## config.mk

```make
export PLATFORM = sky130hd
export DESIGN_NAME = matrix_operand_loader
export DESIGN_NICKNAME = d
export VERILOG_FILES = /design/src/rtl/matrix_operand_loader.sv
export SDC_FILE = /design/constraint.sdc
export NUM_CORES = 1
export LEC_CHECK = 0
export CAP_MARGIN = 15
export CORE_MARGIN = 2
export CORE_UTILIZATION = 53
export DETAILED_ROUTE_END_ITERATION = 7
export HOLD_SLACK_MARGIN = 0.1
export PLACE_DENSITY = 0.86
export SYNTH_ARGS = -nofsm -noshare
export SYNTH_HDL_FRONTEND = slang
export SYNTH_SLANG_ARGS = --single-unit
```

## constraint.sdc

```tcl
create_clock -name clk -period 8.2 [get_ports clk]
set_clock_uncertainty 0.2 [all_clocks]
set_input_delay 1.64 -clock clk [delete_from_list [all_inputs] [get_ports clk]]
set_output_delay 1.64 -clock clk [all_outputs]
set_load 0.01 [all_outputs]
```

## src/rtl/matrix_operand_loader.sv

```systemverilog
// matrix_operand_loader
// Operand stage for the matrix arithmetic units. It collects a serial stream of
// 8-bit elements (all of A, then all of B, row-major) over a valid/ready
// handshake and packs them into two 200-bit operand registers that are held
// stable for downstream combinational operators.
//
// Ports:
//   clk            rising-edge clock
//   reset          synchronous, active-high reset
//   start          begin a load (sampled only in IDLE)
//   size_in        size code: 00=2x2, 01=3x3, 10=4x4, 11=5x5
//   data_in        element data
//   data_valid     data_in valid this cycle
//   data_ready     loader accepts an element this cycle (state decode)
//   matrix_A/B     packed operands, element i at bits [i*8+7:i*8]
//   matrix_size    size code latched at start
//   busy           high in LOAD_A, LOAD_B, DONE
//   done           one-cycle pulse when both matrices are complete
//   operands_valid matrix_A/B/size hold a complete load
module matrix_operand_loader #(
  parameter int unsigned ELEM_W    = 8,
  parameter int unsigned MAX_ELEMS = 25
) (
  input  logic                          clk,
  input  logic                          reset,
  input  logic                          start,
  input  logic [1:0]                    size_in,
  input  logic [ELEM_W-1:0]             data_in,
  input  logic                          data_valid,
  output logic                          data_ready,
  output logic [MAX_ELEMS*ELEM_W-1:0]   matrix_A,
  output logic [MAX_ELEMS*ELEM_W-1:0]   matrix_B,
  output logic [1:0]                    matrix_size,
  output logic                          busy,
  output logic                          done,
  output logic                          operands_valid
);

  localparam int unsigned IDX_W  = 5;
  localparam int unsigned BASE_W = 8;

  typedef enum logic [1:0] {
    IDLE   = 2'd0,
    LOAD_A = 2'd1,
    LOAD_B = 2'd2,
    DONE   = 2'd3
  } state_t;

  state_t              state_q, state_d;
  logic [IDX_W-1:0]    index_q;
  logic [IDX_W-1:0]    last_idx;
  logic [BASE_W-1:0]   bit_base;
  logic                accept;
  logic                last_beat;
  logic                load_start;
  logic                wr_a;
  logic                wr_b;

  // Handshake, busy and done are pure decodes of the state register.
  assign data_ready = (state_q == LOAD_A) || (state_q == LOAD_B);
  assign busy       = (state_q != IDLE);
  assign done       = (state_q == DONE);

  assign accept    = data_valid && data_ready;
  assign last_beat = (index_q == last_idx);
  assign bit_base  = BASE_W'(index_q) * BASE_W'(ELEM_W);

  // Last index of a matrix, from the size latched at start.
  always_comb begin
    last_idx = IDX_W'(24);
    case (matrix_size)
      2'b00:   last_idx = IDX_W'(3);
      2'b01:   last_idx = IDX_W'(8);
      2'b10:   last_idx = IDX_W'(15);
      default: last_idx = IDX_W'(24);
    endcase
  end

  // Next-state and datapath write enables.
  always_comb begin
    state_d    = state_q;
    load_start = 1'b0;
    wr_a       = 1'b0;
    wr_b       = 1'b0;
    case (state_q)
      IDLE: begin
        if (start) begin
          load_start = 1'b1;
          state_d    = LOAD_A;
        end
      end
      LOAD_A: begin
        if (accept) begin
          wr_a = 1'b1;
          if (last_beat) state_d = LOAD_B;
        end
      end
      LOAD_B: begin
        if (accept) begin
          wr_b = 1'b1;
          if (last_beat) state_d = DONE;
        end
      end
      DONE:    state_d = IDLE;
      default: state_d = IDLE;
    endcase
  end

  // State register and operand datapath.
  always_ff @(posedge clk) begin
    if (reset) begin
      state_q        <= IDLE;
      index_q        <= '0;
      matrix_A       <= '0;
      matrix_B       <= '0;
      matrix_size    <= '0;
      operands_valid <= 1'b0;
    end else begin
      state_q <= state_d;
      if (load_start) begin
        // Clearing both operands keeps unused positions zero for smaller loads.
        matrix_size    <= size_in;
        matrix_A       <= '0;
        matrix_B       <= '0;
        operands_valid <= 1'b0;
        index_q        <= '0;
      end
      if (wr_a) begin
        matrix_A[bit_base +: ELEM_W] <= data_in;
        index_q <= last_beat ? '0 : index_q + IDX_W'(1);
      end
      if (wr_b) begin
        matrix_B[bit_base +: ELEM_W] <= data_in;
        index_q <= last_beat ? '0 : index_q + IDX_W'(1);
        // Raised with the final beat so it is already high alongside done.
        if (last_beat) operands_valid <= 1'b1;
      end
    end
  end

endmodule
```

==> results of run 1 <==
## stage by stage
stage | instance area, um2 | setup slack (ns) | power (mW) | util | hold slack (ns)
CTS | 22000 | 3.76 | 4.37 | 0.722 | 0.259
detailed placement | 20600 | 3.27 | 2.49 | 0.677 | 0.248
floorplan | 16300 | 4.73 | 2.36 | - | 0.279
finish | 22000 | 3.57 | 4.38 | 0.724 | 0.259
global route | 22000 | 3.41 | 4.49 | 0.724 | 0.277
global placement | 20600 | 3.47 | 2.48 | 0.677 | 0.242
## final timing paths
path / from / end
setup / recovery: data_valid / matrix_B[163]
hold / removal: matrix_B[155] / matrix_B[155]
setup reg to reg: index_q[0] / matrix_B[163]
hold reg to reg: matrix_B[155] / matrix_B[155]
## logic make-up after synthesis
family / count (synthesis) / synth area share
AND/OR/NAND/NOR: 724 / 0.214
flip-flops: 410 / 0.503
AO/OA/AOI/OAI: 324 / 0.120
multiplexers: 193 / 0.118
buffers and inverters: 155 / 0.0375
adder cells (fa/ha/maj): 10 / 0.00766
## flip-flops by register name, indices dropped and copies added, names as in the netlist
signal,flops
matrix_A,200
matrix_B,200
state_q,2
operands_valid,1
matrix_size,2
index_q,5
## power by group
part	internal, mW	switching, mW	total (mW)
clock network	1.11	0.813	1.93
logic	0.0878	0.351	0.439
registers	2.00	0.0143	2.02
## synthesized netlist by cell type (2+ instances only)
cell type and count:
ha_1 10, o211ai_2 2, nor2_1 34, mux2i_1 193, nor4_4 2, o21ai_0 22, nand3b_1 70, nor2b_1 7
clkbuf_1 111, a21oi_1 193, or2_2 3, dfxtp_1 410, o31ai_1 2, o21a_1 3, or3_1 4, buf_2 21
o211ai_1 73, inv_1 7, nand3_1 181, and3_1 7, nand4_1 2, buf_1 13, nand2_2 8, o41ai_1 2
o22ai_2 2, a31o_2 4, nor3_4 3, nand2b_1 4, nor2_2 12, nor3_1 14, o311ai_0 7, nand2_1 347
and2_0 2, and2_1 18, a21oi_2 3
## tightest hold or removal path, stage by stage (launching register included)
cell and delay [ns]:
dfxtp_1 0.31, nand2_1 0.05, mux2i_1 0.05
## cell type report
class	count	area (um2)	share of cell area
repair buffers	438	4360	0.198
clock buffers	52	1170	0.0531
multi-input cells	1251	7550	0.343
inverters	8	30.0	0.00136
clock inverters	24	218	0.00988
well taps	396	495	0.0225
flip-flops and latches	410	8210	0.373
diodes	2	5.00	0.000227
## routing by layer
layer  track usage  vias to the layer above  share of wire
met3        0.0904                      170           0.11
met2         0.552                      923           0.46
met1         0.409                     7460           0.38
met5             0                        -              0
li1              -                     7005              -
met4         0.153                        0          0.047
==> results.ini, run 1 <==
[worst_setup_path]
critPathSlowestCell=nor3_1
worst-r2r-cell-count=6
r2r_slack_ns=4.33
cp.required_ns=8.38
critical_path_class=input port to flop
crit_fanout=19
crit_path_max_incr_delay_ns=0.92
path_depth=6
crit_chain=clkdlybuf4s50_1, nand2_1, nor3_1, o211ai_1, nand3_1, o21ai_0
end_kind=flop
cp_num_buf_inv=1
worstPathArrival_ns=4.81
start_kind=input port
crit_family=simple AND/OR/NAND/NOR gates

[clocking]
ctsResizeCount=0
postCtsSetupBuffers=0
cts-root-buf=clkbuf_16
clkLatencyLatePin_ns=0.54
cts.sinks=410
ctsHoldBuffers=0
path_clk_slew_ns=0.06
cts_made_buffers=41
htree_levels=2
cts_tree=done
cts_buffer_depth=3

[placed_design]
place.gp.congestion=0.883
portBuffers=419
dp_hpwl_mm=39.4
dpl.cell_count=2498

[routing]
routed_wl_mm=57.5
wl_per_cell_um=22.3
antenna_left=0
drt_pre_antenna_iters=6
drc=0
dr_total_vias=15600
drt_iter0_drc=1776
viasPerCell=6.03

[die]
coreArea_um2=30400
ioPinCount=420
row_count=64
fp.dieW_um=180
start_util=0.537
die-area_um2=32200
die_y_um=180

[sta]
fin_crit_sh=0.564
max_freq_mhz=216
rsz0062_at_grt=false
setup_violations=0
slew_violations=0
worst_pin_slew_ns=1.20
max-slew-margin-rel=0.201
period_needed_ns=4.63
finalHoldViolCount=0
final.setup.tns_ns=0

[global_routing]
grt_pass1_vias=14900
grt_pass1_wl_mm=86.3
grt_max_degree=188
grt_use_total=0.335
antenna_found_initial=2
overflow=0

[synth]
synth_largest_area_cell=dfxtp_1
synth-main-ff-cell=dfxtp_1
synth_top_cells_by_area=dfxtp_1 (50%), mux2i_1 (12%), nand2_1 (8.0%)
yosysSeqAreaShare=0.503
ys_types=55
synth_top_cell_area_share=0.503
ys_ff_latch=410
yosysWarnings=0
synth_edf_count=0
async_flop_share=0
synth_fp_nets=1840
synth_cells=1816
syn_avg_cell_area_um2=8.99
netlist_area_um2=16300

[final_layout]
area_delta_synth_final_pct=34.9
layout_common_cells=clkdlybuf4s50_1 (418), dfxtp_1 (410), nand2_1 (346)
nNetsFinal=2174
final_cells=2581
final_common_cell=clkdlybuf4s50_1
drive_gt1_frac=0.0655
nFillCells=2175

[power]
max-vdd-ir-drop_mv=0.133
powerDensity_nw_per_um2=199
leakagePower_nw=7.57

[min_path]
hp-class=flop to flop
hold_depth=2

[status]
outcome=complete, no violations

[job]
max_cap_violations=0

(Power assumes the default switching activity.)
==> run 2: changes to the inputs <==
CORE_UTILIZATION = 44   (was 53)
PLACE_DENSITY = 0.76   (was 0.86)
clock period = 4 ns   (was 8.2 ns; I/O delays follow)
==> run 2 against run 1 <==
  * Sequential power grew 100%
  * Critical endpoint is now matrix_A[107]
  * Combinational power grew 120%
  * Clock power grew 130%
  * Largest power group is now the clock network
  * Non-clock buffer count grew 24
  * Power grew 120%
  * Largest cell class unchanged
  * Final area grew 2.1%
  * Via count shrank 2.0%
==> results.ini, run 2 (same netlist as run 1, synthesis figures left out) <==
[status]
outcome=complete, no violations

[clocking]
cts-root-buf=clkbuf_16
postCtsSetupBuffers=0  ; unchanged
cts_buffer_depth=3  ; unchanged
ctsResizeCount=0  ; unchanged
clkLatencyLatePin_ns=0.56  ; +0.02 ns
path_clk_slew_ns=0.06  ; about the same
cts.sinks=410  ; unchanged
cts_made_buffers=44  ; +7.3%
ctsHoldBuffers=0  ; unchanged
htree_levels=2  ; unchanged
cts_tree=done

[final_layout]
top_regs=matrix_A (200), matrix_B (200), index_q (5)
area_delta_synth_final_pct=37.6
multi_input_comb_area_um2=7550  ; unchanged
layout_common_cells=clkdlybuf4s50_1 (418), dfxtp_1 (410), nand2_1 (346)
final_area_um2=22500  ; +2.1%
post-route-util=0.614  ; -0.110
ff_latch_area_um2=8210  ; unchanged
nNetsFinal=2201  ; +1.2%
nFillCells=3066  ; +41%
drive_gt1_frac=0.0747  ; +0.00919
final_common_cell=clkdlybuf4s50_1

[power]
pwr-share-clk=0.461  ; +0.021
leakagePower_nw=7.76  ; +2.6%
pwr-share-seq=0.436  ; -0.024
p_sw_mw=2.47  ; +110%
powerDensity_nw_per_um2=421  ; +110%
p_comb_frac=0.103  ; +0.003
power_mw=9.46  ; +120%
max-vdd-ir-drop_mv=0.322  ; +140%
p_int_mw=6.99  ; +120%
p_sw_frac=0.261  ; -0.00831

[sta]
setup_violations=0  ; unchanged
max_freq_mhz=311
final.setup.tns_ns=0  ; unchanged
whs_ns=0.256  ; -0.00288 ns
slew_violations=0  ; unchanged
fin_crit_sh=0.805
worst_pin_slew_ns=1.05  ; -0.151 ns
rsz0062_at_grt=false
finalHoldViolCount=0  ; unchanged
max-slew-margin-rel=0.299  ; +0.0978
period_needed_ns=3.22

[job]
max_cap_violations=0  ; unchanged

[routing]
met1Wirelength_mm=23.6  ; +8.5%
top_layer=met4
viasPerCell=5.69  ; -5.6%
routed_wl_mm=58.6  ; +1.9%
wl_met2_mm=26.8  ; +0.41%
antenna_left=0  ; unchanged
drc=0  ; unchanged
wl_per_cell_um=21.9  ; -1.8%
met3_wirelength_mm=5.61  ; -11%
drt_iter0_drc=1137  ; -36%
drt_pre_antenna_iters=6  ; unchanged
dr_total_vias=15200  ; -2.0%

[die]
fp.dieW_um=197  ; +9.5%
die_y_um=197  ; +9.5%
row_count=70  ; +9.4%
coreArea_um2=36600  ; +20%
die-area_um2=38700  ; +20%
ioPinCount=420  ; unchanged
start_util=0.446  ; -0.0906

[global_routing]
grt_pass1_vias=14800  ; -0.87%
grt_pass1_wl_mm=87.6  ; +1.5%
overflow=0  ; unchanged
grt_use_total=0.291  ; -0.0440
grt_max_degree=133  ; -29%
antenna_found_initial=2  ; unchanged

[worst_setup_path]
crit_fanout=12  ; -7
worstPathArrival_ns=3.50  ; -1.31 ns
cp.required_ns=4.28  ; -4.10 ns
end_kind=flop
start_kind=flop
critical_path_class=flop to flop
setup.worst_path.start=index_q[1]
worst_r2r_startpoint=index_q[1]

[placed_design]
place.gp.congestion=0.867  ; -1.8%
placed_area_um2=20900  ; +1.5%
portBuffers=419  ; unchanged
dp_hpwl_mm=40.8  ; +3.7%

[min_path]
min_from=matrix_B[171]
hp-class=flop to flop

run 2: metrics by stage:
step	instances	setup slack (ns)
6_report	2679	0.780
2_1_floorplan	1816	1.30
4_1_cts	2675	0.674
5_1_grt	2679	0.563
3_3_place_gp	2597	0.573
3_5_place_dp	2597	0.518
run 2: cell type report:
class                           count  share of cell area
Sequential cell                   410               0.365
Multi-Input combinational cell   1251               0.336
Timing Repair Buffer              462               0.203
Clock buffer                       60              0.0562
Tap cell                          468              0.0260
Clock inverter                     18              0.0125
Inverter                            8             0.00134
Antenna cell                        2            0.000223
run 2: layer usage:
layer / track usage / up-vias
met2: 0.466 / 730
met4: 0.124 / 0
met1: 0.373 / 7327
li1: - / 7038
met3: 0.0755 / 150
met5: 0 / -
run 2: final timing paths:
check / to / slack, ns / cells past startpoint
setup / recovery: matrix_A[107] / 0.78 / 7
hold / removal: matrix_B[171] / 0.26 / 2
setup reg to reg: matrix_A[107] / 0.78 / 7
hold reg to reg: matrix_B[171] / 0.26 / 2
run 2: critical path, cell delays in order, from the launching register on:
cell,delay [ns]
dfxtp_1,0.57
inv_1,0.12
ha_1,0.58
nand2_1,0.31
nor2_1,0.64
and2_0,0.47
nand3_1,0.13
a21oi_1,0.15
run 2: power groups by stage:
stage	Sequential, mW	Combinational, mW	Clock [mW]
floorplan	4.22	0.612	0
global placement	4.21	0.938	0
detailed placement	4.21	0.957	0
CTS	4.12	0.961	4.39
global route	4.13	1.04	4.55
finish	4.12	0.974	4.36
==> run 3: changes to the inputs <==
clock period = 2.93 ns   (was 4 ns; I/O delays follow)
==> run 3 against run 2 <==
  * Cell count grew 1.8%
  * Utilization grew 1.0 points
  * First-iteration DRC count grew 20%
  * Final area grew 1.6%
  * Hold slack lost 0.0040 ns
  * Power grew 35%
  * Clock-buffer cell count shrank 1
  * Sequential share of layout area shrank 0.59 points
  * Highest routed layer unchanged
==> results.ini, run 3 (same netlist as run 1, synthesis figures left out) <==
[final_layout]
final_common_cell=clkdlybuf4s50_1
final_cells=2726  ; +1.8%
area_delta_synth_final_pct=39.9
top_regs=matrix_A (200), matrix_B (200), index_q (5)
drive_gt1_frac=0.0953  ; +0.0206
layout_common_cells=clkdlybuf4s50_1 (418), dfxtp_1 (410), nand2_1 (346)
post-route-util=0.624  ; +0.0101
nNetsFinal=2248  ; +2.1%

[routing]
drt_pre_antenna_iters=6  ; unchanged
antenna_left=0  ; unchanged
wl_per_cell_um=21.7  ; -0.71%
drc=0  ; unchanged
dr_total_vias=15400  ; +1.3%
drt_iter0_drc=1370  ; +20%
routed_wl_mm=59.2  ; +1.0%
viasPerCell=5.66  ; -0.48%

[sta]
max_freq_mhz=353
worst_pin_slew_ns=1.03  ; -0.0221 ns
finalHoldViolCount=0  ; unchanged
setup_violations=0  ; unchanged
fin_crit_sh=0.966
period_needed_ns=2.83
slew_violations=0  ; unchanged
max-slew-margin-rel=0.317  ; +0.0178
rsz0062_at_grt=true

[die]
coreArea_um2=36600  ; unchanged
die_y_um=197  ; unchanged
ioPinCount=420  ; unchanged
die-area_um2=38700  ; unchanged
fp.dieW_um=197  ; unchanged
row_count=70  ; unchanged
start_util=0.446  ; unchanged

[power]
leakagePower_nw=7.99  ; +3.0%
power_mw=12.8  ; +35%
p_sw_mw=3.37  ; +37%
pwr-share-clk=0.450  ; -0.011
pwr-share-seq=0.441  ; +0.005
max-vdd-ir-drop_mv=0.379  ; +18%
powerDensity_nw_per_um2=559  ; +33%
p_int_mw=9.39  ; +34%
p_comb_frac=0.109  ; +0.006
p_sw_frac=0.264  ; +0.00358

[min_path]
hp-class=input port to flop
hold_depth=2  ; unchanged

[global_routing]
grt_use_total=0.298  ; +0.00732
grt_pass1_vias=15000  ; +1.4%
overflow=0  ; unchanged
grt_pass1_wl_mm=89.9  ; +2.6%
antenna_found_initial=1  ; -1
grt_max_degree=98  ; -26%

[clocking]
cts.sinks=410  ; unchanged
clkLatencyLatePin_ns=0.55  ; about the same
cts-root-buf=clkbuf_16
cts_made_buffers=43  ; -2.3%
htree_levels=2  ; unchanged
cts_buffer_depth=3  ; unchanged
cts_tree=done
path_clk_slew_ns=0.06  ; about the same

[status]
outcome=complete, no violations

[worst_setup_path]
worst-r2r-cell-count=8  ; +1
cp.required_ns=2.14  ; -2.14 ns
end_kind=output pin
start_kind=flop
worstPathArrival_ns=2.04  ; -1.46 ns
crit_fanout=5  ; -7
critical_path_class=flop to output pin

[placed_design]
dpl.cell_count=2647  ; +1.9%
dp_hpwl_mm=41.7  ; +2.3%
portBuffers=419  ; unchanged
place.gp.congestion=0.881  ; +1.6%

[job]
max_cap_violations=0  ; unchanged

[run 3: cell types whose count changed in the layout (fill, tap and decap cells not counted), moves of 2 or more]
| cell | previous run | this run |
|---|---|---|
| bufinv_16 | 7 | 5 |
| clkinvlp_4 | 2 | 5 |
| clkbuf_1 | 7 | 5 |
| buf_4 | 39 | 83 |
| buf_12 | 3 | 8 |
| clkbuf_8 | 8 | 11 |
| clkbuf_16 | 45 | 43 |
[run 3: power by group through the flow]
| stage | clock (mW) | sequential (mW) | combinational [mW] |
|---|---|---|---|
| global placement | 0 | 5.75 | 1.34 |
| finish | 5.74 | 5.63 | 1.39 |
| floorplan | 0 | 5.76 | 0.835 |
| CTS | 5.80 | 5.63 | 1.37 |
| global route | 6.04 | 5.63 | 1.48 |
| detailed placement | 0 | 5.75 | 1.36 |
[run 3: repair_timing]
item,4_1_cts,5_1_grt
hold buffers,0,0
setup endpoints to repair,0,72
resized for setup,0,1
setup buffers,0,0
hold endpoints to repair,0,0
[run 3: final cells by class]
class | count | area (um2)
Inverter | 8 | 30.0
Fill cell | 3044 | 13800
Clock buffer | 59 | 1250
Clock inverter | 19 | 248
Sequential cell | 410 | 8210
Timing Repair Buffer | 510 | 4980
Tap cell | 468 | 586
Antenna cell | 1 | 2.50
Multi-Input combinational cell | 1251 | 7550
[run 3: worst paths after layout]
check	to	startpoint	slack (ns)
hold reg to reg	matrix_B[11]	matrix_B[11]	0.26
setup / recovery	data_ready	state_q[0]	0.1
setup reg to reg	matrix_A[3]	index_q[0]	0.11
hold / removal	index_q[1]	reset	0.25
[run 3: per-layer routing]
metal | share of wire | global-route usage | wire length, um | up-vias
met3 | 0.089 | 0.0741 | 5280 | 138
li1 | - | - | - | 7139
met2 | 0.46 | 0.485 | 27500 | 724
met1 | 0.41 | 0.384 | 24100 | 7437
met5 | 0 | 0 | 0 | -
met4 | 0.039 | 0.113 | 2300 | 0
[run 3: through the flow]
step	setup TNS, ns	setup WS (ns)	hold WS, ns	cell area [um2]
6_report	0	0.0999	0.252	22900
5_1_grt	-0.219	-0.0418	0.264	22900
4_1_cts	0	0.0779	0.239	22800
3_5_place_dp	-0.0250	-0.0240	0.245	21300
3_3_place_gp	0	0.0199	0.240	21300
2_1_floorplan	0	0.226	0.279	16300
[run 3: critical path, cell delays in order, from the launching register on]
cell and delay (ns):
dfxtp_1 0.39, inv_1 0.10, ha_1 0.37, clkdlybuf4s50_1 0.63
